[src/rtl/char_text_renderer_if.sv]
// Memory-side bus of the text renderer: text RAM read port and glyph ROM read port.
// master = renderer, slave = text RAM + character ROM.
interface char_text_renderer_if #(
  parameter int TADDR_W = 13
);
  logic [TADDR_W-1:0] text_addr;
  logic               text_en;
  logic [6:0]         text_char;
  logic [6:0]         char_addr;
  logic [2:0]         row_addr;
  logic [7:0]         rom_dout;

  modport master (
    output text_addr, text_en, char_addr, row_addr,
    input  text_char, rom_dout
  );

  modport slave (
    input  text_addr, text_en, char_addr, row_addr,
    output text_char, rom_dout
  );
endinterface

[src/rtl/char_text_renderer.sv]
// 8x8 text-mode renderer: VGA timing in, text RAM / glyph ROM lookup, one pixel per clk, 4-clk latency.
// Optional blinking block cursor when CHAR_CURSOR_EN is defined.
module char_text_renderer #(
  parameter int H_CHARS = 80,
  parameter int V_CHARS = 60,
  parameter int TADDR_W = 13
`ifdef CHAR_CURSOR_EN
  , parameter int BLINK_FRAMES = 32
`endif
) (
  input  logic       clk,
  input  logic       reset,
  input  logic [9:0] h_count,
  input  logic [9:0] v_count,
  input  logic       disp_en,
  input  logic       hsync_in,
  input  logic       vsync_in,
`ifdef CHAR_CURSOR_EN
  input  logic       cursor_on,
  input  logic [6:0] cursor_col,
  input  logic [5:0] cursor_row,
`endif
  char_text_renderer_if.master mem,
  output logic       pixel_out,
  output logic       de_out,
  output logic       hsync_out,
  output logic       vsync_out
);

  typedef struct packed {
    logic [2:0] px;
    logic       de;
    logic       rng;
    logic       hs;
    logic       vs;
`ifdef CHAR_CURSOR_EN
    logic       cur;
`endif
  } stage_t;

  stage_t             s0, s1, s2, s3;
  logic [2:0]         row1;
  logic [TADDR_W-1:0] text_addr_q;
  logic               text_en_q;
  logic [2:0]         row_addr_q;
  logic               in_range;
  logic [TADDR_W-1:0] addr_next;
  logic               pix_next;

  assign in_range  = (int'(h_count[9:3]) < H_CHARS) && (int'(v_count[9:3]) < V_CHARS);
  // Out-of-range cells alias to arbitrary addresses; text_en masks them.
  assign addr_next = TADDR_W'(v_count[9:3]) * TADDR_W'(H_CHARS) + TADDR_W'(h_count[9:3]);

  always_comb begin
    s0.px  = h_count[2:0];
    s0.de  = disp_en;
    s0.rng = in_range;
    s0.hs  = hsync_in;
    s0.vs  = vsync_in;
`ifdef CHAR_CURSOR_EN
    s0.cur = cursor_on && (h_count[9:3] == cursor_col) && (v_count[9:3] == {1'b0, cursor_row});
`endif
  end

`ifdef CHAR_CURSOR_EN
  localparam int CNT_W = (BLINK_FRAMES > 1) ? $clog2(BLINK_FRAMES) : 1;

  logic [CNT_W-1:0] blink_cnt;
  logic             blink_phase;
  logic             vs_prev;

  // Down-counts vsync rising edges; terminal count flips the blink phase.
  always_ff @(posedge clk) begin
    if (reset) begin
      blink_cnt   <= CNT_W'(BLINK_FRAMES - 1);
      blink_phase <= 1'b0;
      vs_prev     <= 1'b0;
    end else begin
      vs_prev <= vsync_in;
      if (vsync_in && !vs_prev) begin
        if (blink_cnt == '0) begin
          blink_cnt   <= CNT_W'(BLINK_FRAMES - 1);
          blink_phase <= ~blink_phase;
        end else begin
          blink_cnt <= blink_cnt - 1'b1;
        end
      end
    end
  end
`endif

  always_comb begin
    pix_next = s3.de & s3.rng & mem.rom_dout[s3.px];
`ifdef CHAR_CURSOR_EN
    if (s3.de && s3.cur && blink_phase) pix_next = ~pix_next;
`endif
  end

  always_ff @(posedge clk) begin
    if (reset) begin
      s1          <= '0;
      s2          <= '0;
      s3          <= '0;
      row1        <= '0;
      text_addr_q <= '0;
      text_en_q   <= 1'b0;
      row_addr_q  <= '0;
      pixel_out   <= 1'b0;
      de_out      <= 1'b0;
      hsync_out   <= 1'b0;
      vsync_out   <= 1'b0;
    end else begin
      s1          <= s0;
      s2          <= s1;
      s3          <= s2;
      row1        <= v_count[2:0];
      text_addr_q <= addr_next;
      text_en_q   <= disp_en & in_range;
      row_addr_q  <= row1;
      pixel_out   <= pix_next;
      de_out      <= s3.de;
      hsync_out   <= s3.hs;
      vsync_out   <= s3.vs;
    end
  end

  assign mem.text_addr = text_addr_q;
  assign mem.text_en   = text_en_q;
  assign mem.row_addr  = row_addr_q;
  // The ROM registers its address, so the character code passes straight through.
  assign mem.char_addr = mem.text_char;

endmodule
[src/flat_wrapper.sv]
// flat-port wrapper written by rule: the top's interface ports become plain ports
module char_text_renderer_flat 
#(
  parameter int H_CHARS = 80,
  parameter int V_CHARS = 60,
  parameter int TADDR_W = 13

)
  (clk, reset, h_count, v_count, disp_en, hsync_in, vsync_in, pixel_out, de_out, hsync_out, vsync_out, mem_text_addr, mem_text_en, mem_char_addr, mem_row_addr, mem_text_char, mem_rom_dout);
  char_text_renderer_if #(.TADDR_W(TADDR_W)) mem_i ();
  input  logic clk;
  input  logic reset;
  input  logic [9:0] h_count;
  input  logic [9:0] v_count;
  input  logic disp_en;
  input  logic hsync_in;
  input  logic vsync_in;
  output logic pixel_out;
  output logic de_out;
  output logic hsync_out;
  output logic vsync_out;
  output wire logic [$bits(mem_i.text_addr)-1:0] mem_text_addr;
  output wire logic [$bits(mem_i.text_en)-1:0] mem_text_en;
  output wire logic [$bits(mem_i.char_addr)-1:0] mem_char_addr;
  output wire logic [$bits(mem_i.row_addr)-1:0] mem_row_addr;
  input wire logic [$bits(mem_i.text_char)-1:0] mem_text_char;
  input wire logic [$bits(mem_i.rom_dout)-1:0] mem_rom_dout;
  assign mem_text_addr = mem_i.text_addr;
  assign mem_text_en = mem_i.text_en;
  assign mem_char_addr = mem_i.char_addr;
  assign mem_row_addr = mem_i.row_addr;
  assign mem_i.text_char = mem_text_char;
  assign mem_i.rom_dout = mem_rom_dout;
  char_text_renderer #(.H_CHARS(H_CHARS), .V_CHARS(V_CHARS), .TADDR_W(TADDR_W)) u_core (.clk(clk), .reset(reset), .h_count(h_count), .v_count(v_count), .disp_en(disp_en), .hsync_in(hsync_in), .vsync_in(vsync_in), .mem(mem_i), .pixel_out(pixel_out), .de_out(de_out), .hsync_out(hsync_out), .vsync_out(vsync_out));
endmodule
[config.mk]
export PLATFORM = sky130hd
export DESIGN_NAME = char_text_renderer_flat
export DESIGN_NICKNAME = d
export VERILOG_FILES = /design/src/rtl/char_text_renderer_if.sv /design/src/rtl/char_text_renderer.sv /design/src/flat_wrapper.sv
export SDC_FILE = /design/constraint.sdc
export NUM_CORES = 1
export LEC_CHECK = 0
export CAP_MARGIN = 20
export CORE_MARGIN = 2
export CORE_UTILIZATION = 39
export CTS_CLUSTER_SIZE = 28
export DETAILED_ROUTE_END_ITERATION = 8
export GPL_TIMING_DRIVEN = 0
export PLACE_DENSITY_LB_ADDON = 0.05
export SLEW_MARGIN = 0
export SYNTH_ARGS = -nofsm -noshare
export SYNTH_HDL_FRONTEND = slang
export SYNTH_SLANG_ARGS = --single-unit
[constraint.sdc]
create_clock -name clk -period 3 [get_ports clk]
set_input_delay 0.9 -clock clk [delete_from_list [all_inputs] [get_ports clk]]
set_output_delay 0.9 -clock clk [all_outputs]
set_load 0.02 [all_outputs]
# Yosys cells after proc, flatten, opt, wreduce, memory -nomap -nowiden
# Index checks and enable logic that the tools add are counted.
[totals]
reg_bits = 45
input_bits = 40
out_inout_bits = 28
elab_cells = 34
[classes]
n_addsub = 1
mul = 1
magnitude_cmp = 3
n_mux = 2
bitwise = 3
reduce_logical = 1
[op_table]
columns = ["op", "count"]
rows = [
  ["adder 13 x 7 -> 13 bit", 1],
  ["multiplier 7 x 3 -> 9 bit (second input constant)", 1],
  ["< comparator 7 x 6 -> 1 bit (second input constant)", 1],
  ["< comparator 7 bit (second input constant)", 1],
  ["< comparator 3 x 4 -> 1 bit (second input constant)", 1],
  ["AND 1 bit", 3],
  ["binary-select mux 1 bit (select 3 bit)", 1],
  ["logical AND 1 bit", 1],
  ["2-to-1 mux 1 bit", 1],
]

# Logic depth before layout (Yosys ltp)
# Gate-level depths: netlist of the first run.
[logic_depth]
depth_word = 3
depth_mapped = 8
ltp_nobuf = 8

# Worst setup path before layout of the first run
# OpenSTA, ideal clock, no wires.
[synth_timing]
path_type = "input to register"
start = "in v_count[4]"
end = "reg u_core.text_addr_q[12] (netlist: u_core.mem.text_addr[12])"
arrival_time_ns = 2.616
required_time_ns = 2.877
slack_ns = 0.261
cell_stages = 8
n_path_buf = 0
cell_sequence = "ha_1 > ha_1 > fa_1 > a211oi_1 > nor2_1 > xor2_1 > a32o_1 > o211ai_2"
[synth_via]
elab_chain_len = 2
[synth_rtl]
columns = ["element", "line", "source"]
rows = [
  ["from (decl)", "flat_wrapper.sv:14", "input logic [9:0] v_count;"],
  ["multiplier 7 x 3 -> 9 bit", "char_text_renderer.sv:52", "assign addr_next = TADDR_W'(v_count[9:3]) * TADDR_W'(H_CHARS) + TADDR_W'(h_count[9:3]);"],
  ["adder 13 x 7 -> 13 bit", "char_text_renderer.sv:52", ""],
  ["to (signal assigned)", "char_text_renderer.sv:117", "text_addr_q <= addr_next;"],
  ["to (decl)", "char_text_renderer.sv:43", "logic [TADDR_W-1:0] text_addr_q;"],
]
# No other way between the ends.
# A chain may end at the register's enable or synchronous reset.

# Final worst setup path of the first run
[layout_timing]
start = "in v_count[8]"
end = "reg u_core.text_addr_q[12] (netlist: u_core.mem.text_addr[12])"
# The elaborated chain is that of the path after synthesis.

==> results of run 1 <==
==> synthesized netlist by cell type (all sizes together) <==
| cell type | instances |
|---|---|
| a211oi | 2 |
| a21o | 3 |
| a311oi | 1 |
| a32o | 1 |
| a41o | 1 |
| and2 | 1 |
| and3 | 3 |
| buf | 7 |
| clkbuf | 5 |
| dfxtp | 45 |
| fa | 2 |
| ha | 13 |
| mux2 | 1 |
| mux4 | 2 |
| nand2 | 2 |
| nand2b | 1 |
| nand3 | 1 |
| nand4 | 2 |
| nor2 | 14 |
| nor2b | 35 |
| nor3 | 1 |
| o211ai | 1 |
| o21a | 1 |
| o21ai | 3 |
| o21bai | 1 |
| or4 | 1 |
| xnor2 | 5 |
| xor2 | 4 |
==> through the flow <==
stage	std cells	cell area [um^2]	total power [mW]
after global placement	270	2410	0.948
after floorplan	159	1760	0.827
after CTS	278	2560	1.48
final	279	2580	1.47
after detailed placement	270	2410	0.955
after global routing	279	2580	1.54
==> layout by cell type, fill, tap and decap left out, types with 2 or more instances in the layout <==
| master | n |
|---|---|
| o21ai_0 | 2 |
| a21o_1 | 3 |
| a211oi_1 | 2 |
| clkdlybuf4s50_1 | 57 |
| buf_4 | 8 |
| dfxtp_1 | 45 |
| nand4_1 | 2 |
| ha_1 | 13 |
| clkbuf_1 | 5 |
| xnor2_1 | 5 |
| nand2_1 | 2 |
| xor2_2 | 3 |
| mux4_2 | 2 |
| nor2_1 | 14 |
| nor2b_1 | 35 |
| dlygate4sd2_1 | 2 |
| bufinv_16 | 2 |
| clkbuf_8 | 5 |
| and3_1 | 3 |
==> per-layer routing <==
layer | vias up | track usage, %
li1 | 656 | -
met1 | 577 | 12.9
met2 | 58 | 25.4
met3 | 10 | 4.42
met4 | 0 | 8.39
met5 | - | 0
==> final cells by class <==
type	count	share of cell area, %
tap	52	2.52
sequential	45	34.9
timing repair buffer	60	23.1
multi-input combinational	102	31.5
clock buffer	5	2.67
buffer	12	2.77
clock inverter	3	2.52
==> report_power, final <==
group | internal, mW | leakage (nW) | total, mW | switching, mW
Combinational | 0.165 | 0.620 | 0.308 | 0.143
Clock | 0.330 | 0.0681 | 0.520 | 0.190
Sequential | 0.634 | 0.371 | 0.642 | 0.00805
Total | 1.13 | 1.06 | 1.47 | 0.341
==> state kept, by name, summed over array words and instances, names as in the netlist <==
name                  flops
u_core.mem.row_addr       3
u_core.s2                 7
u_core.pixel_out          1
u_core.row1               3
u_core.s1                 7
u_core.mem.text_en        1
u_core.hsync_out          1
u_core.vsync_out          1
u_core.de_out             1
u_core.s3                 7
u_core.mem.text_addr     13
==> kinds of logic (layout without fill, tap and decap cells) <==
group | Yosys count | count (layout) | share of synthesized area (%)
and+or+nand+nor | 61 | 61 | 19.3
DFF | 45 | 45 | 51.2
adders and majority gates | 15 | 15 | 11.5
AOI/OAI and AO/OA | 14 | 14 | 6.19
buffers and inverters | 12 | 80 | 4.05
xor gates and xnor gates | 9 | 9 | 4.48
muxes | 3 | 3 | 3.20
==> worst max-delay path by stage <==
stage / start / endpoint / slack [ps] / depth (start not counted)
finish: v_count[8] / u_core.mem.text_addr[12] / 120 / 8
global route: v_count[7] / u_core.mem.text_addr[11] / 20 / 8
CTS: v_count[5] / u_core.mem.text_addr[11] / 50 / 8
detailed placement: v_count[4] / u_core.mem.text_addr[12] / -460 / 9
global placement: v_count[4] / u_core.mem.text_addr[12] / -430 / 9
floorplan: v_count[4] / u_core.mem.text_addr[12] / 260 / 8
==> timing repair <==
action	CTS	global route
buffers inserted	0	1
pin swaps	1	2
endpoints found under the setup margin	3	2
gates resized for setup	5	1
==> run metrics, run 1 <==
DRC=0; Rel. slew slack=between 60% and 70%; Detail Route Antenna Nets=0; endpoints failing hold=0; hpwl dp=2.57 mm; met2 routed WL=1.62 mm; Sink Count=45; synth unique cells=29; Ant. Diodes=0; layout cells sized above 1=10.6%; syn_area_per_cell=roughly 11 um^2; critical-path maximum fanout=4; DRT Pass-1 Iters=5; Final period util=96.1%; clock insertion delay at the later pin of the skew report=between 200 and 300 ps; CP startpoint kind=primary input; IO Port Bufs=59; fin nets=approximately 280; Hold Path End=u_core.s3[3]; kind of critical path=primary input to flop; skew final=1.32 ps; Clock transition at path regs=approximately 80 ps; met3 wire length=240 um; reg2reg setup slack=between 1500 and 2000 ps; CP arrival=between 3000 and 4000 ps; initial DRC count=between 50 and 60; worst reg2reg startpoint=u_core.s3[4]; Core ar.=about 4400 um^2; hold path start=u_core.s2[3]; # IOs=68; Achievable Freq=around 0.35 GHz; Multi-input gate area=812 um^2; Yosys warning count=0; critical path required time=3220 ps; Root Buffer=clkbuf_8; CTS tree=built; synthesized flop and latch total=45; Die Y=71.2 um; kind of cell adding the most delay to the critical path=adder cells; Initial Utilization=40.4%; largest net degree at the start of global routing=15; Worst R2R Path Depth=3; full die area=5060 um^2; Synth Instances=159; CP dominant cell by count=ha_1; FILL cells=380; Max Slew Vio Count=0; peak supply drop=approximately 0.00029 V; M1 wire length=1.23 mm; syn nets=214; crit path cell chain=clkdlybuf4s50_1 -> ha_1 -> ha_1 -> o21ai_1 -> o21a_1 -> or4_1 -> a32o_1 -> o211ai_2; HP Class=flop to flop; Post-Synthesis Cell Area=approximately 1800 um^2; vias in the first global route=1,234; Die Span X=71.2 um; WP buf/inv=1; Final Wtd Congestion=0.747; grt total ovfl=0; pre-CTS setup slack=-460 ps; Power per Cell Area=roughly 570 nW/um^2; first-pass GRT wire length=about 5.3 mm; Total Neg Setup Slack=0 ps; largest cells by area after synthesis=dfxtp_1, nor2b_1, ha_1; minimum clock period=2880 ps; hold_ws=438 ps; GRT Total Usage=13.7%; Setup crit end kind=flop; Wirelength per Cell=11.5 um; final WL=3.20 mm; status=completed; Post-CTS Hold Buffers=0; Finish-stage setup viols=0; max_cap viols=0; FF+latch area=901 um^2; Hold Path Cell Cnt=1; CTS max path bufs=2; Critical R2R Capture=u_core.pixel_out; fin util=about 60%; Layout area overhead=46.6%; H-tree Lvls=2; Crit-path slowest cell=clkdlybuf4s50_1; antenna violations before repair=0; setup ws final=116 ps; Top Layer Used=met4; Row Count=24; Leakage Power=1.06 nW; largest stage delay on the critical path=between 500 and 600 ps; post-synth top area share=between 50% and 60%; vias per inst=4.66; RSZ-0062 raised after global routing=false; CTS buffer count=5; routed vias=approximately 1,300; Worst Tran Pin Value=slightly below 500 ps; register area share after synthesis=51.2%; Yosys top cell by area=dfxtp_1
Note: power is estimated with default switching activity, not from simulation.
==> inputs of run 2 (changes only) <==
- CTS_CLUSTER_DIAMETER: unset -> 150
==> results of run 2 <==
The final DEF is identical to that of run 1; final timing and power are the same.
==> inputs of run 3 (changes only) <==
- CORE_ASPECT_RATIO: unset -> 1.1
- SETUP_SLACK_MARGIN: unset -> 0.3
==> run 3 against run 2 <==
  * Fmax up 8.5%
  * Sequential power about the same
  * Largest power group unchanged
  * Setup slack better by 230 ps
  * Highest routed layer unchanged
  * Combinational power up 6.5%
  * Sequential cell count unchanged
  * Critical path type unchanged
  * Global-route usage up 1.6 points
  * Via count up 4.7%
  * Critical path depth unchanged
==> run metrics, run 3 (synthesis results as in run 1) <==
status=completed (unchanged); Sink Count=45 (unchanged); Root Buffer=clkbuf_8 (unchanged); Layout Cells excl Fill=282 (was 279); DRT Pass-1 Iters=4 (was 5); Power per Cell Area=507 nW/um^2 (was 570 nW/um^2); Cells after DPL=272 (was 270); clock insertion delay at the later pin of the skew report=290 ps (about the same); most frequent cells in the layout=clkdlybuf4s50_1, dfxtp_1, nor2b_1 (unchanged); initial DRC count=27 (was 53); layout cells sized above 1=16.7% (was 10.6%); minimum clock period=2660 ps (was 2880 ps); routed vias=1,362 (was 1,301); Core ar.=4320 um^2 (was 4350 um^2); vias in the first global route=1,342 (was 1,234); max FFs per register=13 (unchanged); Detail Route Antenna Nets=0 (unchanged); Die Span X=68.0 um (was 71.2 um); largest net degree at the start of global routing=14 (was 15); Setup crit end kind=flop (unchanged); WP buf/inv=1 (unchanged); Rel. slew slack=67.5% (about the same); fin nets=282 (was 281); final WL=3.49 mm (was 3.20 mm); DRC=0 (unchanged); H-tree Lvls=2 (unchanged); Achievable Freq=0.376 GHz (was 0.347 GHz); max_cap viols=0 (unchanged); Final period util=88.6% (was 96.1%); GRT Total Usage=15.3% (was 13.7%); IO Port Bufs=59 (unchanged); grt total ovfl=0 (unchanged); Row Count=25 (was 24); CP startpoint kind=primary input (unchanged); Initial Utilization=40.8% (was 40.4%); CP arrival=2880 ps (was 3110 ps); kind of critical path=primary input to flop (unchanged); FF+latch area=901 um^2 (unchanged); Post-CTS Hold Buffers=0 (unchanged); Worst Tran Pin Value=488 ps (was 487 ps); hpwl dp=2.67 mm (was 2.57 mm); Leakage Power=1.04 nW (was 1.06 nW); Finish-stage setup viols=0 (unchanged); skew final=2.70 ps (was 1.32 ps); most common cell after layout, fill and taps aside=clkdlybuf4s50_1 (unchanged); vias per inst=4.83 (was 4.66); full die area=5060 um^2 (about the same); Wirelength per Cell=12.4 um (was 11.5 um); crit path cell chain=dlygate4sd2_1 -> ha_1 -> ha_4 -> o21ai_1 -> o21a_1 -> or4_1 -> a32o_1 -> o211ai_2 (was clkdlybuf4s50_1 -> ha_1 -> ha_1 -> o21ai_1 -> o21a_1 -> or4_1 -> a32o_1 -> o211ai_2); Final Power=1.32 mW (was 1.47 mW); critical-path maximum fanout=4 (unchanged); # IOs=68 (unchanged); Ant. Diodes=0 (unchanged); Crit-path slowest cell=or4_1 (was clkdlybuf4s50_1); RSZ-0062 raised after global routing=false (unchanged); critical path required time=3230 ps (was 3220 ps); CTS buffer count=5 (unchanged); peak supply drop=0.000204 V (was 0.000293 V); HP Class=flop to flop (unchanged); endpoints failing hold=0 (unchanged); CTS tree=built (unchanged); kind of cell adding the most delay to the critical path=adder cells (unchanged); first-pass GRT wire length=5.63 mm (was 5.33 mm); antenna violations before repair=0 (unchanged); Final Wtd Congestion=0.740 (was 0.747); Layout area overhead=47.9% (was 46.6%); Clock transition at path regs=80 ps (about the same); largest stage delay on the critical path=480 ps (was 510 ps); Die Y=74.4 um (was 71.2 um); Multi-input gate area=895 um^2 (was 812 um^2); CTS max path bufs=2 (unchanged); Max Slew Vio Count=0 (unchanged); FILL cells=367 (was 380)
-- run 3: through the flow --
| step | cell area, um^2 | setup WS (ps) | hold WS, ps | setup TNS, ps | util, % |
|---|---|---|---|---|---|
| 2_1_floorplan | 1770 | 306 | 414 | 0 | - |
| 5_1_grt | 2600 | 304 | 457 | 0 | 60.3 |
| 6_report | 2600 | 342 | 438 | 0 | 60.3 |
| 3_5_place_dp | 2430 | -428 | 421 | -1140 | 56.2 |
| 3_3_place_gp | 2430 | -335 | 416 | -907 | 56.2 |
| 4_1_cts | 2610 | 302 | 442 | 0 | 60.4 |
-- run 3: layout make-up --
type / count / area share, %
multi-input combinational: 102 / 34.4
sequential: 45 / 34.6
buffer: 12 / 2.74
tap: 54 / 2.60
timing repair buffer: 61 / 22.5
clock buffer: 6 / 2.79
clock inverter: 2 / 0.385
-- run 3: final timing paths --
check,startpoint,end,slack [ps],cells after the start
min,u_core.s1[3],u_core.s2[3],440,1
max,v_count[9],u_core.mem.text_addr[12],340,8
max reg2reg,u_core.s3[4],u_core.pixel_out,1580,3
min reg2reg,u_core.s1[3],u_core.s2[3],440,1
-- run 3: report_power, final --
| group | internal (mW) | switching (mW) | total (mW) |
|---|---|---|---|
| combinational | 0.176 | 0.152 | 0.328 |
| clock | 0.161 | 0.188 | 0.349 |
| sequential | 0.634 | 0.00903 | 0.643 |
-- run 3: timing repair --
action / CTS / global route
buffers inserted: 2 / 0
endpoints found under the setup margin: 4 / 2
gates resized for setup: 24 / 5
pin swaps: 8 / 5
-- run 3: worst register-to-register path, delay by kind of cell, from the launching register on --
kind / cells / cell delay [ps]
multiplexers: 2 / 770
flip-flops: 1 / 370
AND/OR/NAND/NOR: 1 / 170
-- run 3: routing by layer --
layer | share of wire, % | vias up | track usage, %
met2 | 53 | 54 | 28.0
li1 | - | 655 | -
met3 | 6.5 | 15 | 3.48
met5 | 0 | - | 0
met4 | 4.8 | 0 | 12.7
met1 | 36 | 638 | 14.1
